==> src/rtl/uart_rx_pkg.sv <==
// Shared types and constants for the UART receive path.
package uart_rx_pkg;

    // Frame sequencer states, in the order a frame walks through them.
    typedef enum logic [2:0] {
        IDLE,
        START,
        DATA,
        PARITY,
        STOP
    } rxState_e;

    // Oversampling ratios the receiver knows how to sample correctly.
    localparam int unsigned PRESCALE_8  = 8;
    localparam int unsigned PRESCALE_16 = 16;
    localparam int unsigned PRESCALE_32 = 32;

    // Data bits per frame; the parity checker is built for eight.
    localparam int unsigned DEFAULT_DATA_WIDTH = 8;

    // True when the requested oversampling ratio is one we support.
    function automatic logic isLegalPrescale(input int unsigned p);
        return (p == PRESCALE_8) || (p == PRESCALE_16) || (p == PRESCALE_32);
    endfunction

endpackage

==> src/rtl/uart_rx_edge_bit_counter.sv <==
// Oversampling edge counter and data bit counter for the UART receiver,
// with the mid-bit sample-point and end-of-bit decodes.
module uart_rx_edge_bit_counter #(
    parameter int DATA_WIDTH = 8,
    parameter int PRESCALE_W = 6
) (
    input  logic                  clk,
    input  logic                  rst,
    input  logic                  clear_i,
    input  logic                  run_i,
    input  logic                  bitAdvance_i,
    input  logic [PRESCALE_W-1:0] prescale_i,
    output logic                  sample0_o,
    output logic                  sample1_o,
    output logic                  sample2_o,
    output logic                  bitEnd_o,
    output logic                  lastBit_o
);

    localparam int BIT_W = (DATA_WIDTH > 1) ? $clog2(DATA_WIDTH) : 1;

    logic [PRESCALE_W-1:0] edgeCnt_q, edgeCnt_d;
    logic [BIT_W-1:0]      bitCnt_q, bitCnt_d;
    logic [PRESCALE_W-1:0] halfP;

    assign halfP     = {1'b0, prescale_i[PRESCALE_W-1:1]};
    assign sample0_o = (edgeCnt_q == halfP - PRESCALE_W'(1));
    assign sample1_o = (edgeCnt_q == halfP);
    assign sample2_o = (edgeCnt_q == halfP + PRESCALE_W'(1));
    assign bitEnd_o  = (edgeCnt_q == prescale_i - PRESCALE_W'(1));
    assign lastBit_o = (bitCnt_q == BIT_W'(DATA_WIDTH - 1));

    // Edge count wraps every bit period; bit count only advances in the data phase.
    always_comb begin
        edgeCnt_d = edgeCnt_q;
        bitCnt_d  = bitCnt_q;
        if (clear_i) begin
            edgeCnt_d = '0;
            bitCnt_d  = '0;
        end else if (run_i) begin
            edgeCnt_d = bitEnd_o ? '0 : edgeCnt_q + PRESCALE_W'(1);
            if (bitAdvance_i && bitEnd_o) begin
                bitCnt_d = lastBit_o ? '0 : bitCnt_q + BIT_W'(1);
            end
        end
    end

    // Counter registers, cleared by reset.
    always_ff @(posedge clk) begin
        if (rst) begin
            edgeCnt_q <= '0;
            bitCnt_q  <= '0;
        end else begin
            edgeCnt_q <= edgeCnt_d;
            bitCnt_q  <= bitCnt_d;
        end
    end

endmodule

==> src/rtl/uart_rx_controller.sv <==
// UART receive frame sequencer: start detection, 2-of-3 mid-bit sampling,
// byte assembly, parity checker control and per-frame status pulses.
module uart_rx_controller
    import uart_rx_pkg::*;
#(
    parameter int DATA_WIDTH = DEFAULT_DATA_WIDTH,
    parameter int PRESCALE_W = 6
) (
    input  logic                  clk,
    input  logic                  rst,
    input  logic                  rx_in,
    input  logic [PRESCALE_W-1:0] prescale,
    input  logic                  par_en,
    input  logic                  par_typ,
    input  logic                  parity_error_in,
    output logic                  sampled_data,
    output logic                  sample_strobe,
    output logic                  parity_check_enable,
    output logic                  parity_type_o,
    output logic [DATA_WIDTH-1:0] p_data,
    output logic                  data_valid,
    output logic                  parity_error,
    output logic                  framing_error,
    output logic                  start_glitch,
    output logic                  busy
);

    rxState_e state_q, state_d;

    logic [PRESCALE_W-1:0] prescale_q;
    logic [PRESCALE_W-1:0] presLegal;
    logic                  parEn_q;
    logic                  parTyp_q;
    logic                  parErr_q;
    logic                  sample0_q;
    logic                  sample1_q;
    logic                  sampledData_q;
    logic                  sampleStrobe_q;
    logic [DATA_WIDTH-1:0] shiftReg_q;
    logic [DATA_WIDTH-1:0] pData_q;
    logic                  dataValid_q;
    logic                  parityError_q;
    logic                  framingError_q;
    logic                  startGlitch_q;

    logic startDetect;
    logic glitchAbort;
    logic sample0, sample1, sample2;
    logic bitEnd, lastBit;
    logic majority;

    assign busy        = (state_q != IDLE);
    assign startDetect = (state_q == IDLE) && !rx_in;
    assign glitchAbort = (state_q == START) && sampleStrobe_q && sampledData_q;
    assign majority    = (sample0_q & sample1_q) | (sample0_q & rx_in) | (sample1_q & rx_in);
    assign presLegal   = isLegalPrescale(32'(prescale)) ? prescale : PRESCALE_W'(PRESCALE_8);

    assign sampled_data        = sampledData_q;
    assign sample_strobe       = sampleStrobe_q;
    assign parity_check_enable = parEn_q && ((state_q == DATA) || (state_q == PARITY));
    assign parity_type_o       = parTyp_q;
    assign p_data              = pData_q;
    assign data_valid          = dataValid_q;
    assign parity_error        = parityError_q;
    assign framing_error       = framingError_q;
    assign start_glitch        = startGlitch_q;

    uart_rx_edge_bit_counter #(
        .DATA_WIDTH (DATA_WIDTH),
        .PRESCALE_W (PRESCALE_W)
    ) uCounter (
        .clk          (clk),
        .rst          (rst),
        .clear_i      (glitchAbort),
        .run_i        (busy || startDetect),
        .bitAdvance_i (state_q == DATA),
        .prescale_i   (prescale_q),
        .sample0_o    (sample0),
        .sample1_o    (sample1),
        .sample2_o    (sample2),
        .bitEnd_o     (bitEnd),
        .lastBit_o    (lastBit)
    );

    // Next-state logic: each phase ends on the last oversampling edge of its bit.
    always_comb begin
        state_d = state_q;
        case (state_q)
            IDLE: begin
                if (!rx_in) begin
                    state_d = START;
                end
            end
            START: begin
                if (glitchAbort) begin
                    state_d = IDLE;
                end else if (bitEnd) begin
                    state_d = DATA;
                end
            end
            DATA: begin
                if (bitEnd && lastBit) begin
                    state_d = parEn_q ? PARITY : STOP;
                end
            end
            PARITY: begin
                if (bitEnd) begin
                    state_d = STOP;
                end
            end
            STOP: begin
                if (bitEnd) begin
                    state_d = IDLE;
                end
            end
            default: state_d = IDLE;
        endcase
    end

    // State register.
    always_ff @(posedge clk) begin
        if (rst) begin
            state_q <= IDLE;
        end else begin
            state_q <= state_d;
        end
    end

    // Frame datapath: config latch, majority sampler, shift register and status pulses.
    always_ff @(posedge clk) begin
        if (rst) begin
            prescale_q     <= PRESCALE_W'(PRESCALE_8);
            parEn_q        <= 1'b0;
            parTyp_q       <= 1'b0;
            parErr_q       <= 1'b0;
            sample0_q      <= 1'b0;
            sample1_q      <= 1'b0;
            sampledData_q  <= 1'b0;
            sampleStrobe_q <= 1'b0;
            shiftReg_q     <= '0;
            pData_q        <= '0;
            dataValid_q    <= 1'b0;
            parityError_q  <= 1'b0;
            framingError_q <= 1'b0;
            startGlitch_q  <= 1'b0;
        end else begin
            sampleStrobe_q <= 1'b0;
            dataValid_q    <= 1'b0;
            parityError_q  <= 1'b0;
            framingError_q <= 1'b0;
            startGlitch_q  <= 1'b0;

            if (startDetect) begin
                prescale_q <= presLegal;
                parEn_q    <= par_en;
                parTyp_q   <= par_typ;
                parErr_q   <= 1'b0;
            end

            if (busy) begin
                if (sample0) begin
                    sample0_q <= rx_in;
                end
                if (sample1) begin
                    sample1_q <= rx_in;
                end
                if (sample2) begin
                    sampledData_q  <= majority;
                    sampleStrobe_q <= 1'b1;
                end
            end

            if (glitchAbort) begin
                startGlitch_q <= 1'b1;
            end

            if ((state_q == DATA) && sampleStrobe_q) begin
                shiftReg_q <= {sampledData_q, shiftReg_q[DATA_WIDTH-1:1]};
            end

            if ((state_q == PARITY) && bitEnd) begin
                parErr_q <= parity_error_in;
            end

            if ((state_q == STOP) && sampleStrobe_q) begin
                if (!sampledData_q) begin
                    framingError_q <= 1'b1;
                end else if (parErr_q) begin
                    parityError_q <= 1'b1;
                end else begin
                    pData_q     <= shiftReg_q;
                    dataValid_q <= 1'b1;
                end
            end
        end
    end

endmodule

==> config.mk <==
export PLATFORM = sky130hd
export DESIGN_NAME = uart_rx_controller
export DESIGN_NICKNAME = d
export VERILOG_FILES = /design/src/rtl/uart_rx_pkg.sv /design/src/rtl/uart_rx_edge_bit_counter.sv /design/src/rtl/uart_rx_controller.sv
export SDC_FILE = /design/constraint.sdc
export NUM_CORES = 1
export LEC_CHECK = 0
export BUFFER_PORTS_ARGS = -buffer_cell sky130_fd_sc_hd__buf_2
export CORE_AREA = 2 2 68 70
export CTS_BUF_LIST = sky130_fd_sc_hd__clkbuf_4 sky130_fd_sc_hd__clkbuf_8
export CTS_CLUSTER_DIAMETER = 30
export DETAILED_ROUTE_END_ITERATION = 10
export DIE_AREA = 0 0 70 72
export GPL_TIMING_DRIVEN = 0
export MAX_ROUTING_LAYER = met4
export PLACE_DENSITY = 0.8
export SETUP_SLACK_MARGIN = 0.02
export SLEW_MARGIN = 20
export SYNTH_ARGS = -nofsm -noshare
export SYNTH_HDL_FRONTEND = slang
export SYNTH_SLANG_ARGS = --single-unit
==> constraint.sdc <==
create_clock -name clk -period 2.86 [get_ports clk]
set_input_delay 0.715 -clock clk [delete_from_list [all_inputs] [get_ports clk]]
set_output_delay 0.715 -clock clk [all_outputs]
set_load 0.05 [all_outputs]
=== Yosys cells after proc, flatten, opt, wreduce, memory -nomap -nowiden ===
Cells that the tools add are included.

* $add $sub $neg: 5
* Muxes and demuxes: 18
* Bitwise gates (word level): 9
* Eq/ne operators: 17
* Reductions and logical operators: 27

{| class="wikitable"
|+ Operators with widths
! operator !! number
|-
| two-way mux 3 bit || 8
|-
| == test 6 bit || 3
|-
| one-hot mux 3 bit (5 select lines) || 1
|-
| two-way mux 6 bit || 2
|-
| logical AND 1 bit || 9
|-
| != test 2 bit, second input constant || 4
|-
| AND reduction 2 bit || 4
|-
| two-way mux 1 bit || 7
|-
| adder 5 x 1 -> 6 bit, second input constant || 1
|-
| adder 6 x 1 -> 6 bit, second input constant || 1
|-
| == test 3 x 2 -> 1 bit, second input constant || 2
|-
| == test 3 bit, second input constant || 2
|-
| == test 6 x 4 -> 1 bit, second input constant || 1
|-
| == test 6 x 5 -> 1 bit || 1
|-
| == test 6 x 5 -> 1 bit, second input constant || 1
|-
| == test 6 bit, second input constant || 1
|-
| OR reduction 2 bit || 3
|-
| subtractor 5 x 1 -> 6 bit, second input constant || 1
|-
| subtractor 6 x 1 -> 6 bit, second input constant || 1
|-
| AND reduction 5 bit || 1
|-
| logical OR 1 bit || 4
|-
| inverter 1 bit || 4
|-
| adder 3 x 1 -> 3 bit, second input constant || 1
|-
| AND 1 bit || 3
|-
| 9 further kinds || 10
|}

* Output and inout port bits: 17
* Flip-flop bits (word level): 45
* Word-level logic and storage cells: 93
* Bits of input ports: 12

=== Longest topological paths before layout ===
Gate-level depths: netlist (run 1).

* Depth after elaboration: 5
* Gate-level depth with buffers: 9
* Mapped depth without buffers: 8

=== By module ===
From an unflattened synthesis (run 1), not the netlist that was laid out.

* Cells, all modules: 283
* Area total of the unflattened synthesis: 2,453.6 µm²

{| class="wikitable"
|+ Modules (own cells, without submodules)
! module !! cells each !! seq. area each (µm²) !! area each (µm²) !! times used
|-
| uart_rx_controller || 153 || 720.7 || 1,443.9 || 1
|-
| uart_rx_edge_bit_counter || 130 || 180.2 || 1,009.7 || 1
|}

=== Worst setup path before layout (run 1) ===
OpenSTA, ideal clock, no wires.

* Kind: register -> register
* From: register prescale_q[2]
* To: register uCounter.bitCnt_q[0]
* Stages on the path, launching flop included: 9
* Required time: 2,790 ps
* Arrival: 2,049 ps
* Slack: 741 ps
* Library setup time: 70 ps
* Period minus slack after synthesis: 2,119 ps
* Buffers on the path: 0
* Cell sequence: dfxtp_1 > inv_1 > ha_1 > nor3b_2 > a21oi_1 > o221ai_2 > or2_4 > or4_1 > a21oi_1

* Longest elaborated chain between the ends: 4

{| class="wikitable"
|+ Ends and longest elaborated chain
! item !! RTL line !! RTL
|-
| from (decl) || uart_rx_controller.sv:30 || <nowiki>logic [PRESCALE_W-1:0] prescale_q;</nowiki>
|-
| from (signal assigned) || uart_rx_controller.sv:132 || <nowiki>prescale_q <= PRESCALE_W'(PRESCALE_8);</nowiki>
|-
| from (signal assigned) || uart_rx_controller.sv:154 || <nowiki>prescale_q <= presLegal;</nowiki>
|-
| subtractor 6 x 1 -> 6 bit || uart_rx_edge_bit_counter.sv:30 || <nowiki>assign bitEnd_o = (edgeCnt_q == prescale_i - PRESCALE_W'(1));</nowiki>
|-
| == test 6 bit || uart_rx_edge_bit_counter.sv:30 ||
|-
| logical AND 1 bit || uart_rx_edge_bit_counter.sv:42 || <nowiki>if (bitAdvance_i && bitEnd_o) begin</nowiki>
|-
| AND reduction 2 bit (no source line) || -- ||
|-
| to (signal assigned) || uart_rx_edge_bit_counter.sv:55 || <nowiki>bitCnt_q <= bitCnt_d;</nowiki>
|-
| to (decl) || uart_rx_edge_bit_counter.sv:23 || <nowiki>logic [BIT_W-1:0] bitCnt_q, bitCnt_d;</nowiki>
|}

No other way between the ends.
A chain may end at the register's enable or synchronous reset.

=== Worst setup path after layout (run 1) ===
* From: register state_q[1]
* To: output port busy

* Longest elaborated chain between the ends: 1

{| class="wikitable"
|+ Ends and longest elaborated chain
! item !! RTL line !! RTL
|-
| from (decl) || uart_rx_controller.sv:28 || <nowiki>rxState_e state_q, state_d;</nowiki>
|-
| from (signal assigned) || uart_rx_controller.sv:125 || <nowiki>state_q <= state_d;</nowiki>
|-
| nonzero test 3 bit || uart_rx_controller.sv:52 || <nowiki>assign busy = (state_q != IDLE);</nowiki>
|-
| to (decl) || uart_rx_controller.sv:25 || <nowiki>output logic busy</nowiki>
|}

No other way between the ends.

==> flow_metrics.tcl, run 1 <==
set metrics [dict create \
    hp-start "parity_type_o$_SDFFE_PP0P_" \
    synth_adder_area_share_pct 3.67 \
    die_y_um 72 \
    dr.pass1.iters 4 \
    initial_core_util_pct 56.0 \
    fill_cells 396 \
    grt.total_usage_pct 22.3 \
    route.met2.wl_um 2380 \
    finalClockSkew_ps 4.87 \
    cp-start-kind "flop" \
    p_total_mw 1.36 \
    finalHoldViolations 0 \
    p_seq_share_pct 48.4 \
    clock.fmax_ghz 0.402 \
    cp-end-kind "output port" \
    ys_top_cells_by_area "dfxtp_1 38%, nand2_1 6.9%, a21oi_1 5.0%" \
    grt.overflow.total 0 \
    dp.cells 373 \
    syn_to_final_growth_pct 12.5 \
    criticalPathCategory "flop to output port" \
    p_per_area_mw_per_mm2 508 \
    die_w_um 70 \
    ys.flop_type "dfxtp_1" \
    p_sw_uw 441 \
    r2r-start "prescale_q[2]$_SDFFE_PP0P_" \
    synth-async-reset-ratio_pct 0 \
    drv_slew 0 \
    grt_pass1_wl_um 8880 \
    fin_cells 381 \
    p_leak_nw 1.12 \
    fin_crit_ps 2490 \
    setup_ws_ps 370 \
    synth.largest_area_cell "dfxtp_1" \
    antenna_left 0 \
    seq_area_frac_synth_pct 37.8 \
    cts.repair.resized 0 \
    dpl.hpwl_um 3790 \
    hold_class "flop to flop" \
    dieArea_sq_mm 0.00504 \
    htree_levels 2 \
    synth_compound_area_share_pct 13.2 \
    ctsHoldBuffers 0 \
    intPower_uw 923 \
    wl_met1_um 2480 \
    grt_max_degree 18 \
    avgSynthCellArea_sq_um 8.12 \
    crit_arrival_ps 1780 \
    wl_per_cell_um 13.5 \
    gp_congestion 0.865 \
    synth.distinct_cells 48 \
    postSynthCellCount 294 \
    cts_buffer_depth 2 \
    nets 347 \
    synth.cell_area_sq_mm 0.00239 \
    tightest_slew_ps 645 \
    numPortBuffers 27 \
    setup_viol 0 \
    cts_root_buf "clkbuf_8" \
    wl_met3_um 218 \
    synth_top_family_by_area "simple AND/OR/NAND/NOR gates" \
    synth_top_area_share_pct 37.8 \
    clock_sinks 45 \
    cts_setup_buffers 0 \
    cts_buffers 5 \
    routed_wl_um 5150 \
    diodes 0 \
    ir_drop_mv 0.299 \
    design.core.area_sq_mm 0.00426 \
    post-route-drc-count 0 \
    period_share_pct 87.1 \
    p_comb_share_pct 19.7 \
    path_clk_slew_ps 100 \
    synth_seq_cells 45 \
    seq_area_sq_um 901 \
    pre_cts_slack_ps 499 \
    muxShareOfSynthArea_pct 4.20 \
    grt_setup_unrepaired "false" \
    via_count 2131 \
    crit_path_start "state_q[1]$_SDFFE_PP0P_" \
    critPathRequiredTime_ps 2140 \
    synth-simple-area-share_pct 28.6 \
    slew_headroom_pct 56.6 \
    path_max_fanout 9 \
    synth_warnings 0 \
    setup_tns_ps 0 \
    power_frac_clock_pct 31.8 \
    clk_latency_ps 310 \
    synth_edf_count 0 \
    synth_most_common_cell "dfxtp_1" \
    drtIter0Drc 117 \
    grt_pass1_vias 1987 \
    route.top_layer_used "met4" \
    antenna_found_initial 0 \
    io_pins 29 \
    status "finished, final reports clean" \
    sw_frac_of_total_pct 32.3 \
    syn-num-nets 313 \
    drive_above_1_share_pct 14.0 \
    via_per_inst 5.59 \
    yosys-top-cells-count "45 x dfxtp_1, 44 x nand2_1, 27 x nor2_1" \
    tritoncts "yes" \
    synth_xor_area_share_pct 7.66 \
    max_cap_viol_count 0 \
    multi_input_area_sq_mm 0.00137 \
    rows 24 \
]
[worst paths after layout]
path	to	slack, ps	depth (start not counted)
setup / recovery	busy	370	4
hold / removal	parity_type_o$_SDFFE_PP0P_	460	2
setup reg to reg	uCounter.edgeCnt_q[3]$_SDFFE_PP0P_	450	9
hold reg to reg	parity_type_o$_SDFFE_PP0P_	460	2
[worst max-delay path, stage by stage (launching register included)]
cell and delay (ps):
dfxtp_1 310, clkbuf_1 170, nor3_1 540, inv_1 190
buf_2 260
[area by class of cell]
class,instances,area share [%]
multi-input combinational,223,51.0
sequential,45,33.6
timing repair buffer,27,5.03
buffer,20,3.54
clock buffer,5,2.56
tap,52,2.42
clock inverter,3,1.07
inverter,6,0.839
[placed cells by master (no fill, tap or decap), types with 2 or more instances in the layout]
| master | count |
|---|---|
| and3_1 | 6 |
| nor2b_1 | 2 |
| inv_1 | 6 |
| buf_6 | 2 |
| or2_1 | 2 |
| nand2b_1 | 5 |
| inv_6 | 2 |
| a21oi_1 | 24 |
| dfxtp_1 | 45 |
| clkbuf_8 | 5 |
| nand4b_1 | 2 |
| xnor2_1 | 7 |
| nand2_1 | 44 |
| nor4b_1 | 2 |
| clkbuf_1 | 14 |
| nor2_1 | 27 |
| o21ai_0 | 2 |
| nor4_1 | 5 |
| and2_1 | 2 |
| buf_2 | 31 |
| o211ai_1 | 2 |
| nor3b_1 | 4 |
| o21bai_1 | 2 |
| xor2_1 | 12 |
| nand4_1 | 3 |
| a31oi_1 | 3 |
| o21ai_1 | 7 |
| nor3_1 | 8 |
| mux2i_1 | 10 |
| nand3b_1 | 3 |
| or3_1 | 2 |
| ha_1 | 7 |
| or4_1 | 5 |
| nand3_1 | 9 |
[sequential cells by signal (all words and copies together) (netlist names)]
register / flops
p_data: 8
shiftReg_q: 8
prescale_q: 6
uCounter.edgeCnt_q: 6
state_q: 3
uCounter.bitCnt_q: 3
data_valid: 1
framing_error: 1
parEn_q: 1
parErr_q: 1
parity_error: 1
parity_type_o: 1
sample0_q: 1
sample1_q: 1
sample_strobe: 1
sampled_data: 1
start_glitch: 1
[cells by family after synthesis]
logic type / count (synthesis)
XOR/XNOR: 20
AND/OR/NAND/NOR: 135
adder cells (fa/ha/maj): 7
AO/OA/AOI/OAI: 51
flip-flops: 45
multiplexers: 10
buffers and inverters: 26
[stage by stage]
step           cell area [sq um]  util, %  hold WS, ps
6_report                    2680     62.9          461
5_1_grt                     2680     62.9          486
4_1_cts                     2680     62.9          466
3_5_place_dp                2590     60.7          450
3_3_place_gp                2590     60.7          445
2_1_floorplan               2390        -          436
[per-layer routing]
| metal | track usage, % | up-vias |
|---|---|---|
| met5 | - | - |
| met4 | 7.91 | 0 |
| met3 | 4.17 | 6 |
| met2 | 35.4 | 45 |
| met1 | 28.6 | 986 |
| li1 | - | 1094 |
[power by group through the flow]
| stage | clock network, mW | logic [mW] | registers [mW] |
|---|---|---|---|
| 2_1_floorplan | 0 | 0.201 | 0.676 |
| 3_3_place_gp | 0 | 0.263 | 0.674 |
| 3_5_place_dp | 0 | 0.267 | 0.674 |
| 4_1_cts | 0.448 | 0.267 | 0.660 |
| 5_1_grt | 0.466 | 0.298 | 0.664 |
| 6_report | 0.434 | 0.269 | 0.661 |
No activity file was read; power rests on OpenSTA's default activity.
==> run 2: changes to the inputs <==
CORE_AREA = 2 2 69 71   (was 2 2 68 70)
DIE_AREA = 0 0 71 73   (was 0 0 70 72)
PLACE_DENSITY = 0.79   (was 0.8)
SYNTH_HIERARCHICAL = 1   (was default)
==> run 2 against run 1 <==
  * Hold slack better by 5.3 ps
  * Combinational power up 94%
  * Synthesized area up 2.8%
  * Clock power down 8.5%
  * Sequential share of layout area down 1.1 points
  * Largest power group unchanged
==> flow_metrics.tcl, run 2 <==
set metrics [dict create \
    fill_cells 408 \
    ys_top_cells_by_area "dfxtp_1 37%, mux2i_1 7.3%, nor2_1 5.4%" \
    final_cell_area_sq_mm 0.00278 \
    drv_slew 0 \
    clk_latency_ps 300 \
    dpl.hpwl_um 3810 \
    wl_per_cell_um 13.7 \
    ir_drop_mv 0.404 \
    cp-start-kind "flop" \
    synth-simple-area-share_pct 24.5 \
    drive_above_1_share_pct 18.5 \
    reg2reg_depth 11 \
    setup_viol 0 \
    io_pins 29 \
    routed_wl_um 5130 \
    ctsHoldBuffers 0 \
    synth.cell_area_sq_mm 0.00245 \
    post-route-drc-count 0 \
    die_w_um 71 \
    r2r-end "state_q[1]$_SDFFE_PP0P_" \
    yosys-top-cells-count "45 x dfxtp_1, 35 x nor2_1, 18 x mux2i_1" \
    via_per_inst 5.66 \
    cts_buffer_depth 2 \
    path_max_fanout 10 \
    final_common_cell "dfxtp_1" \
    worstPathCellList "buf_6 -> inv_1 -> ha_4 -> nor3b_2 -> and3_1 -> o211ai_1 -> nor2_4 -> nand3_1 -> o21ai_0 -> o32ai_2 -> mux2_2" \
    finalHoldViolations 0 \
    setup_tns_ps 0 \
    finalClockSkew_ps 7.63 \
    grt_max_degree 16 \
    r2r_setup_slack_ps 230 \
    design.core.area_sq_mm 0.00454 \
    final_util_pct 61.3 \
    drtIter0Drc 89 \
    hold_depth 2 \
    grt.overflow.total 0 \
    synth_most_common_cell "dfxtp_1" \
    grt_setup_unrepaired "false" \
    synth-async-reset-ratio_pct 0 \
    setup_ws_ps 232 \
    dieArea_sq_mm 0.00518 \
    seq_area_frac_synth_pct 36.7 \
    gp_congestion 0.847 \
    path_buf_inv 2 \
    synth_seq_cells 45 \
    numPortBuffers 27 \
    placed_area_sq_mm 0.00266 \
    postSynthCellCount 283 \
    hold_ws_ps 466 \
    initial_core_util_pct 54.1 \
    period_share_pct 91.9 \
    syn-num-nets 302 \
    min_to "sample1_q$_SDFFE_PP0P_" \
    synth.distinct_cells 50 \
    grt_pass1_wl_um 8820 \
    avgSynthCellArea_sq_um 8.67 \
    tightest_slew_ps 645 \
    hold_class "flop to flop" \
    cts_root_buf "clkbuf_8" \
    dr.pass1.iters 4 \
    synth_xor_area_share_pct 5.35 \
    diodes 0 \
    synth.largest_area_cell "dfxtp_1" \
    crit_slowest_cell "mux2_2" \
    via_count 2111 \
    hp-start "sample1_q$_SDFFE_PP0P_" \
    pre_cts_slack_ps -14.2 \
    fin_crit_ps 2630 \
    synth_top_family_by_area "simple AND/OR/NAND/NOR gates" \
    synth_warnings 6 \
    p_per_area_mw_per_mm2 586 \
    cts_buffers 5 \
    die_y_um 73 \
    rows 25 \
    syn_to_final_growth_pct 13.3 \
    synth_adder_area_share_pct 3.98 \
    slew_headroom_pct 56.9 \
    htree_levels 2 \
    antenna_found_initial 0 \
    grt.total_usage_pct 21.6 \
    antenna_left 0 \
    dp.cells 364 \
    p_total_mw 1.63 \
    clock.fmax_ghz 0.381 \
    clock_sinks 45 \
    ys.flop_type "dfxtp_1" \
    critPathTopFamily "compound AO/OA/AOI/OAI gates" \
    path_clk_slew_ps 90 \
    synth_compound_area_share_pct 14.9 \
    fin_cells 373 \
    grt_pass1_vias 1993 \
    r2r-start "prescale_q[2]$_SDFFE_PP0P_" \
    nets 337 \
    status "finished, final reports clean" \
    synth_edf_count 0 \
    critPathRequiredTime_ps 3060 \
    max_cap_viol_count 0 \
    max_stage_delay_ps 380 \
    cp-end-kind "flop" \
    muxShareOfSynthArea_pct 9.18 \
    tritoncts "yes" \
    crit_arrival_ps 2820 \
    synth_top_area_share_pct 36.7 \
    crit_cells 11 \
    criticalPathCategory "flop to flop" \
    p_leak_nw 1.06 \
    final_cell_mix "43 x dfxtp_1, 35 x nor2_1, 32 x buf_2" \
]
-- run 2: cell types whose count changed in the layout (fill, tap and decap cells not counted), sizes merged, moves of 5 or more --
cell,change
a21oi,-7
nor2b,+8
nor2,+9
nand2,-28
or4,-5
o21ai,+5
mux2i,+8
xor2,-9
-- run 2: power breakdown --
group,switching (mW),internal [mW]
Combinational,0.324,0.199
Sequential,0.0452,0.664
Clock,0.224,0.173
-- run 2: worst max-delay path by stage --
stage,to,start,slack [ps]
after floorplan,state_q[0]$_SDFFE_PP0P_,prescale_q[1]$_SDFFE_PP0P_,390
after global placement,state_q[0]$_SDFFE_PP0P_,prescale_q[1]$_SDFFE_PP0P_,20
after detailed placement,state_q[1]$_SDFFE_PP0P_,prescale_q[1]$_SDFFE_PP0P_,-10
after CTS,state_q[1]$_SDFFE_PP0P_,prescale_q[1]$_SDFFE_PP0P_,110
after global routing,state_q[1]$_SDFFE_PP0P_,prescale_q[2]$_SDFFE_PP0P_,30
final,state_q[1]$_SDFFE_PP0P_,prescale_q[2]$_SDFFE_PP0P_,230
-- run 2: repair_timing --
item                                    in CTS  in global routing
gates cloned                                 0                  0
gates resized for setup                      0                  6
setup buffers                                1                  0
endpoints found under the setup margin       2                  3
pin swaps                                    1                  2
-- run 2: layout make-up --
cell class,instances,area (sq um),share of cell area (%)
Multi-Input combinational cell,212,1450,52.0
Buffer,19,104,3.74
Clock buffer,5,68.8,2.48
Inverter,7,26.3,0.946
Tap cell,54,67.6,2.43
Sequential cell,45,903,32.5
Clock inverter,3,21.3,0.765
Timing Repair Buffer,28,143,5.13
-- run 2: per-layer routing --
metal / wire [um] / global-route usage (%) / vias up
met4: 91 / 7.97 / 0
met3: 172 / 4.56 / 8
li1: - / - / 1075
met1: 2380 / 25.8 / 985
met2: 2490 / 36.1 / 43
met5: 0 / - / -
-- run 2: tightest hold or removal path: cells and delay by family, from the launching register on --
kind	cells	cell delay (ps)
flops	1	320
compound gates	1	50
simple gates	1	50
-- run 2: cell families after synthesis --
group	count (synthesis)
muxes	22
DFF	45
adders and majority gates	8
buffers and inverters	26
xor gates and xnor gates	15
and+or+nand+nor	112
AOI/OAI and AO/OA	55
==> run 3: changes to the inputs <==
BUFFER_PORTS_ARGS = default   (was -buffer_cell sky130_fd_sc_hd__buf_2)
DONT_BUFFER_PORTS = 1   (was default)
PLACE_DENSITY = 0.74   (was 0.79)
==> run 3 against run 2 <==
  * Critical path depth is the same
  * Cell area shrank 4.0%
  * Worst setup slack lost 64 ps
  * Sequential cell count is the same
  * Via count shrank 5.4%
  * Die area is the same
  * Final cell count shrank 7.2%
  * First-iteration DRC count grew 38%
  * Clock power grew 21%
  * Largest power group unchanged
  * Non-clock buffer count shrank 27
  * Sequential power grew 2%
==> flow_metrics.tcl, run 3 (same netlist as run 2, synthesis figures left out) <==
set metrics [dict create \
    status "finished, final reports clean" \
    drv_slew 0 \
    criticalPathCategory "flop to flop" \
    globalRouteMet3Util_pct 4.28 \
    met2_usage_pct 34.2 \
    io_pins 29 \
    setup_tns_ps 0 \
    die_w_um 71 \
    final_cell_mix "43 x dfxtp_1, 35 x nor2_1, 18 x mux2i_1" \
    worstPathCellList "buf_6 -> inv_1 -> ha_4 -> nor3b_2 -> and3_1 -> o211ai_1 -> nor2_4 -> nand3_1 -> o21ai_0 -> o32ai_2 -> mux2_2" \
    clock.fmax_ghz 0.371 \
    clock_sinks 45 \
    min_to "sample1_q$_SDFFE_PP0P_" \
    critPathRequiredTime_ps 3050 \
    drive_above_1_share_pct 11.0 \
    grt_max_degree 16 \
    max_stage_delay_ps 380 \
    r2r-start "prescale_q[2]$_SDFFE_PP0P_" \
    critPathTopFamily "compound AO/OA/AOI/OAI gates" \
    post-route-drc-count 0 \
    syn_to_final_growth_pct 8.77 \
    wl_per_cell_um 14.3 \
    path_clk_slew_ps 90 \
    ctsHoldBuffers 0 \
    fill_cells 410 \
    busiest_layer "met2" \
    pre_cts_slack_ps 8.15 \
    setup_ws_ps 168 \
    path_buf_inv 2 \
    crit_slowest_cell "o32ai_2" \
    tightest_slew_ps 911 \
    dieArea_sq_mm 0.00518 \
    path_max_fanout 10 \
    grt.total_usage_pct 20.6 \
    routed_wl_um 4960 \
    p_leak_nw 0.933 \
    crit_arrival_ps 2880 \
    diodes 0 \
    dr.pass1.iters 4 \
    rows 25 \
    fin_crit_ps 2690 \
    grt.overflow.total 0 \
    dpl.hpwl_um 3610 \
    die_y_um 73 \
    design.core.area_sq_mm 0.00454 \
    slew_headroom_pct 39.1 \
    max_cap_viol_count 0 \
    via_per_inst 5.77 \
    met1_usage_pct 25.6 \
    cp-end-kind "flop" \
    r2r-end "state_q[0]$_SDFFE_PP0P_" \
    tritoncts "yes" \
    p_per_area_mw_per_mm2 634 \
    grt_pass1_vias 1787 \
    hold_depth 2 \
    r2r_setup_slack_ps 170 \
    via_count 1998 \
    cp-start-kind "flop" \
    nets 310 \
    htree_levels 2 \
    setup_viol 0 \
    hold_class "flop to flop" \
    period_share_pct 94.1 \
    antenna_found_initial 0 \
    antenna_left 0 \
    reg2reg_depth 11 \
    finalClockSkew_ps 9.30 \
    numPortBuffers 0 \
    cts_root_buf "clkbuf_8" \
    clk_latency_ps 290 \
    cts_buffers 5 \
    initial_core_util_pct 54.1 \
    grt_setup_unrepaired "false" \
    gp_congestion 0.899 \
    grt_pass1_wl_um 8370 \
    cts_buffer_depth 2 \
    drtIter0Drc 123 \
    final_common_cell "dfxtp_1" \
    hp-start "sample1_q$_SDFFE_PP0P_" \
    ir_drop_mv 0.453 \
    finalHoldViolations 0 \
]
-- run 3: report_power, final --
| group | switching (mW) | internal [mW] | leakage (nW) |
|---|---|---|---|
| clock | 0.218 | 0.261 | 0.0543 |
| combinational | 0.303 | 0.185 | 0.514 |
| sequential | 0.0608 | 0.664 | 0.365 |
-- run 3: layout make-up --
type	instances	area (sq um)	area share, %
Inverter	7	26.3	0.985
Timing Repair Buffer	1	7.51	0.281
Sequential cell	45	903	33.8
Buffer	19	104	3.89
Clock buffer	5	68.8	2.58
Multi-Input combinational cell	212	1450	54.1
Tap cell	54	67.6	2.53
Clock inverter	3	46.3	1.73
-- run 3: per-stage QoR --
step	hold WS (ps)	instances	utilization [%]	total power, mW	instance area [sq um]
floorplan	439	283	-	1.13	2450
finish	465	346	58.8	1.69	2670
detailed placement	452	337	55.6	1.21	2520
global placement	449	337	55.6	1.21	2520
global route	488	346	58.8	1.78	2670
CTS	466	346	58.3	1.69	2640
-- run 3: worst max path at each step --
stage	cells after the start	to	slack, ps	from
4_1_cts	10	state_q[0]$_SDFFE_PP0P_	80	prescale_q[1]$_SDFFE_PP0P_
3_3_place_gp	10	state_q[0]$_SDFFE_PP0P_	20	prescale_q[1]$_SDFFE_PP0P_
2_1_floorplan	10	state_q[0]$_SDFFE_PP0P_	390	prescale_q[1]$_SDFFE_PP0P_
6_report	11	state_q[0]$_SDFFE_PP0P_	170	prescale_q[2]$_SDFFE_PP0P_
3_5_place_dp	11	state_q[0]$_SDFFE_PP0P_	8	prescale_q[2]$_SDFFE_PP0P_
5_1_grt	11	state_q[0]$_SDFFE_PP0P_	20	prescale_q[2]$_SDFFE_PP0P_
-- run 3: timing repair --
item / 4_1_cts / 5_1_grt
setup endpoints to repair: 2 / 3
setup buffers: 1 / 0
pin swaps: 1 / 3
resized for setup: 0 / 6
-- run 3: worst register-to-register path: cells and delay by family (launching register included) --
| family | cells | cell delay (ps) |
|---|---|---|
| buf+inv | 2 | 230 |
| fa+ha+maj | 1 | 200 |
| flops | 1 | 360 |
| simple gates | 4 | 590 |
| compound gates | 3 | 840 |
| mux | 1 | 380 |
-- run 3: per-layer routing --
layer	vias to the layer above	routed length, um
met5	-	0
li1	1013	-
met1	949	2290
met2	34	2510
met3	2	145
met4	0	20
